**config.mk**
```make
export PLATFORM = sky130hd
export DESIGN_NAME = spi_fifo_drain
export DESIGN_NICKNAME = d
export VERILOG_FILES = /design/src/rtl/spi_bridge_pkg.sv /design/src/rtl/spi_clkgen.sv /design/src/rtl/spi_fifo_drain.sv
export SDC_FILE = /design/constraint.sdc
export NUM_CORES = 1
export LEC_CHECK = 0
export CAP_MARGIN = 20
export CELL_PAD_IN_SITES_DETAIL_PLACEMENT = 2
export CELL_PAD_IN_SITES_GLOBAL_PLACEMENT = 2
export CORE_UTILIZATION = 29
export DETAILED_ROUTE_END_ITERATION = 16
export PLACE_DENSITY_LB_ADDON = 0.1
export SKIP_LAST_GASP = 1
export SYNTH_ARGS = -nofsm -noshare
export SYNTH_HDL_FRONTEND = slang
export SYNTH_SLANG_ARGS = --single-unit
```
**constraint.sdc**
```tcl
create_clock -name i_clk -period 1.7 [get_ports i_clk]
set_input_delay 0.34 -clock i_clk [delete_from_list [all_inputs] [get_ports i_clk]]
set_output_delay 0.34 -clock i_clk [all_outputs]
set_load 0.05 [all_outputs]
```
**src/rtl/spi_bridge_pkg.sv**
```systemverilog
// Shared types and constants for the SPI bridge datapath.
package spi_bridge_pkg;

  localparam int SPI_BYTE_W = 8;
  localparam int BIT_CNT_W  = $clog2(SPI_BYTE_W);

  // Mode 0: SCK idles low, MOSI launched on the falling edge, MISO sampled on the rising edge.
  localparam logic SCK_IDLE = 1'b0;

  typedef enum logic [1:0] {
    IDLE,
    SETUP,
    SHIFT,
    HOLD
  } state_t;

endpackage

```
**src/rtl/spi_clkgen.sv**
```systemverilog
// SCK divider: one tick every CLKDIV enabled cycles; while running, ticks alternate rise/fall.
module spi_clkgen #(
  parameter int CLKDIV = 2
) (
  input  logic i_clk,
  input  logic i_reset,
  input  logic i_en,
  input  logic i_run,
  output logic o_tick,
  output logic o_rise,
  output logic o_fall
);

  localparam int CNT_W = $clog2(CLKDIV + 1);

  logic [CNT_W-1:0] cnt;
  logic             phase;

  assign o_tick = i_en && (cnt == CNT_W'(CLKDIV - 1));
  assign o_rise = o_tick && i_run && !phase;
  assign o_fall = o_tick && i_run && phase;

  always_ff @(posedge i_clk) begin
    if (i_reset || !i_en) begin
      cnt   <= '0;
      phase <= 1'b0;
    end else begin
      cnt <= o_tick ? '0 : cnt + 1'b1;
      // Phase only advances while SCK is actually toggling, so every byte starts on a low half.
      if (!i_run) phase <= 1'b0;
      else if (o_tick) phase <= !phase;
    end
  end

endmodule

```
**src/rtl/spi_fifo_drain.sv**
```systemverilog
// SPI mode-0 master draining a first-word-fall-through byte FIFO; back-to-back bytes
// share one chip-select burst and each received byte is returned with a 1-cycle strobe.
module spi_fifo_drain
  import spi_bridge_pkg::*;
#(
  parameter int CLKDIV = 2,
  parameter int CS_GAP = 2
) (
  input  logic                  i_clk,
  input  logic                  i_reset,
  input  logic                  i_fifo_empty,
  input  logic [SPI_BYTE_W-1:0] i_fifo_data,
  output logic                  o_fifo_rd,
  output logic                  o_sck,
  output logic                  o_mosi,
  input  logic                  i_miso,
  output logic                  o_cs_n,
  output logic                  o_rx_valid,
  output logic [SPI_BYTE_W-1:0] o_rx_data,
  output logic                  o_busy
);

  localparam int                   GAP_W   = $clog2(CS_GAP + 1);
  localparam logic [BIT_CNT_W-1:0] BIT_MAX = BIT_CNT_W'(SPI_BYTE_W - 1);

  state_t                state;
  logic [SPI_BYTE_W-2:0] shreg;  // bits still to send after the one on MOSI
  logic [SPI_BYTE_W-1:0] rxreg;
  logic [BIT_CNT_W-1:0]  bit_cnt;
  logic [GAP_W-1:0]      gap_cnt;
  logic                  tick, rise, fall;

  spi_clkgen #(.CLKDIV(CLKDIV)) u_clkgen (
    .i_clk   (i_clk),
    .i_reset (i_reset),
    .i_en    (state != IDLE),
    .i_run   (state == SHIFT),
    .o_tick  (tick),
    .o_rise  (rise),
    .o_fall  (fall)
  );

  always_ff @(posedge i_clk) begin
    // NOTE: sequential state uses non-blocking assignments only, so every branch below
    // sees the register values from before this edge regardless of statement order.
    if (i_reset) begin
      state      <= IDLE;
      shreg      <= '0;
      rxreg      <= '0;
      bit_cnt    <= BIT_MAX;
      gap_cnt    <= '0;
      o_fifo_rd  <= 1'b0;
      o_sck      <= SCK_IDLE;
      o_mosi     <= 1'b0;
      o_cs_n     <= 1'b1;
      o_rx_valid <= 1'b0;
      o_rx_data  <= '0;
      o_busy     <= 1'b0;
    end else begin
      o_fifo_rd  <= 1'b0;
      o_rx_valid <= 1'b0;
      case (state)
        IDLE: begin
          if (gap_cnt > GAP_W'(1)) begin
            gap_cnt <= gap_cnt - 1'b1;
          end else if (!i_fifo_empty) begin
            o_fifo_rd <= 1'b1;
            shreg     <= i_fifo_data[SPI_BYTE_W-2:0];
            o_mosi    <= i_fifo_data[SPI_BYTE_W-1];
            bit_cnt   <= BIT_MAX;
            o_cs_n    <= 1'b0;
            o_busy    <= 1'b1;
            state     <= SETUP;
          end
        end
        SETUP: if (tick) state <= SHIFT;
        SHIFT: begin
          if (rise) begin
            o_sck <= ~SCK_IDLE;
            rxreg <= {rxreg[SPI_BYTE_W-2:0], i_miso};
          end else if (fall) begin
            o_sck <= SCK_IDLE;
            if (bit_cnt != '0) begin
              bit_cnt <= bit_cnt - 1'b1;
              o_mosi  <= shreg[SPI_BYTE_W-2];
              shreg   <= {shreg[SPI_BYTE_W-3:0], 1'b0};
            end else begin
              o_rx_valid <= 1'b1;
              o_rx_data  <= rxreg;
              // Only this cycle's empty flag decides whether the burst continues.
              if (!i_fifo_empty) begin
                o_fifo_rd <= 1'b1;
                shreg     <= i_fifo_data[SPI_BYTE_W-2:0];
                o_mosi    <= i_fifo_data[SPI_BYTE_W-1];
                bit_cnt   <= BIT_MAX;
              end else begin
                state <= HOLD;
              end
            end
          end
        end
        HOLD: begin
          if (tick) begin
            o_cs_n  <= 1'b1;
            o_busy  <= 1'b0;
            o_mosi  <= 1'b0;
            gap_cnt <= GAP_W'(CS_GAP);
            state   <= IDLE;
          end
        end
        default: state <= IDLE;
      endcase
    end
  end

endmodule
```
==> out/metrics.cfg <==
[critical_path]
crit_fanout=5
cp-end-kind=flop
crit_type=flop to flop
slowest_delay_ns=0.42
arrival_ns=1.97
startpoint_type=flop
required_ns=1.90
crit_chain=inv_6 -> ha_4 -> or3_4 -> o31ai_4 -> buf_4 -> o2111ai_2 -> o211a_1
cp_slowest_cell=dfxtp_4

[drt]
firstDrtPassIters=4
dr_total_vias=1740
routedWlPerCell_um=17.95
drtIter0Drc=33
drcViolationCount=0
antenna_left=0
vias_per_cell=5.088
routed_wl_mm=6.139

[timing]
setup_viol=6
skew_ns=0.007772
fmax_mhz=565.3
min_period_ns=1.769
hold_ws_ns=0.4577
fin_crit_sh=1.041
tightest_slew_ns=0.4119
hold_violations=0
rsz0062_at_grt=true
fin_ws_ns=-0.06911
finalMaxSlewViolations=0
slew_headroom=0.7254

[pwr]
p_per_area_mw_per_mm2=1567
power_leakage_nw=1.069
totalPowerFinal_mw=4.228
peakVddDrop_mv=0.6236

[run_status]
status=finished, violations left
violations=negative setup slack

[placement]
place.gp.congestion=0.7967
dp_hpwl_mm=4.381
place_ws_ns=-0.1343
portBuffers=25
placed_area_mm2=0.002320

[layout]
syn2layout_area_growth_pct=44.67
drive_above_1_share=0.3596
layout.nets=287
post-route-util=0.4453
fin_area_mm2=0.002699
antennaDiodeCount=0

[cts]
clock_sinks=39
htreeDepth=2
root_buffer=clkbuf_8
clk_pin_slew_ns=0.09
cts_tree=done
cts.path.max_buffers=2
clk_latency_ns=0.30
cts_inserted_buffers=5

[floorplanning]
start_util=0.3078
rows=28
chipWidth_um=82.21
coreArea_mm2=0.006061
die_h_um=82.21
io_pins=26
die_area_mm2=0.006758

[global_routing]
grt_use_total=0.1897
grt_pass1_wl_mm=9.501
antenna_found_initial=0
grt_max_degree=32
grt-ovfl-total=0
grt_pass1_vias=1947

[yosys]
ys_seq_area_frac=0.4185
synth.avg_cell_area_um2=8.884
synth_most_common_cell=dfxtp_1
synthTopCellsByCount=dfxtp_1 (39), a21oi_1 (22), nand2_1 (22)
synth_cell_types=46
synth_nets=231
synth-seq-cells=39
synth_top_area_frac=0.4185
synthesis.area_mm2=0.001866
synth_edf_count=0
yosys-top-cells-area=dfxtp_1 (42%), ha_1 (6.0%), a21oi_1 (5.9%)
yosysWarningCount=0
synthArstFlopShare=0
yosys_most_used_dff=dfxtp_1
syn_inst=210
yosys.area.top_type=dfxtp_1

[min_path]
min_path_type=flop to flop

[flow_run]
cap_violations=0

## layer usage
layer	wire length, um	vias to the layer above	GRT usage	part of all wire
li1	-	845	-	-
met1	2616	864	0.2112	0.43
met2	3310	25	0.3570	0.54
met3	161	6	0.04066	0.026
met4	51	0	0.05614	0.0083
met5	0	-	0	0
## layout by cell type (no fill, tap or decap), types with 4 or more instances in the layout
cell type        count
buf_4               45
dfxtp_1             35
nand2_1             22
nor2_1              17
a21oi_1             15
o21ai_0             12
clkdlybuf4s50_1     11
mux2i_1              9
inv_1                8
o21ai_1              5
a211oi_2             5
clkbuf_8             5
a21oi_4              4
ha_4                 4
## where the power goes
part	total, mW	internal (mW)	switching [mW]	leakage [nW]
Sequential	1.18	1.06	0.122	0.318
Combinational	2.37	1.20	1.17	0.710
Clock	0.673	0.294	0.380	0.0408
## registers in the layout (all words and copies together) (netlist names)
| name | flops |
|---|---|
| o_mosi | 1 |
| o_rx_valid | 1 |
| bit_cnt | 3 |
| o_sck | 1 |
| u_clkgen.phase | 1 |
| o_fifo_rd | 1 |
| rxreg | 8 |
| state | 2 |
| o_rx_data | 8 |
| o_cs_n | 1 |
| gap_cnt | 2 |
| o_busy | 1 |
| shreg | 7 |
| u_clkgen.cnt | 2 |
## cell type report
class                           instances  area, um^2
Multi-Input combinational cell        147        1134
Clock buffer                            5       68.82
Tap cell                               75       93.84
Clock inverter                          3       23.77
Fill cell                             661        3362
Sequential cell                        39       788.3
Timing Repair Buffer                   61       540.5
Inverter                               12       50.05
## path summary, 6_finish.rpt
check | startpoint | to | slack [ns] | depth (start not counted)
setup / recovery | state[0] | state[0] | -0.07 | 7
hold / removal | u_clkgen.cnt[0] | u_clkgen.cnt[0] | 0.46 | 1
setup reg to reg | state[0] | state[0] | -0.07 | 7
hold reg to reg | u_clkgen.cnt[0] | u_clkgen.cnt[0] | 0.46 | 1
## critical path, delay by kind of cell, from the launching register on
| family | cells | cell delay, ns |
|---|---|---|
| AO/OA/AOI/OAI | 3 | 0.50 |
| flip-flops | 1 | 0.42 |
| AND/OR/NAND/NOR | 1 | 0.36 |
| buffers and inverters | 2 | 0.21 |
| adder cells (fa/ha/maj) | 1 | 0.18 |
## metrics by stage
stage	TNS, ns	cells
finish	-0.2294	342
global route	-0.6780	342
detailed placement	-1.800	324
floorplan	0	210
CTS	-0.07357	338
global placement	-0.06588	324
## repair_timing
action,CTS,global route
hold buffers,0,0
pin swaps,5,18
gates cloned,0,2
gates resized for setup,14,29
setup buffers,6,2
endpoints found under the setup margin,33,27
## cell families after synthesis
family | share of synthesized area
mux | 0.04829
xor+xnor | 0.004696
fa+ha+maj | 0.06036
flops | 0.4185
buf+inv | 0.05969
simple gates | 0.1751
compound gates | 0.2334
Note: power is estimated with default switching activity, not from simulation.
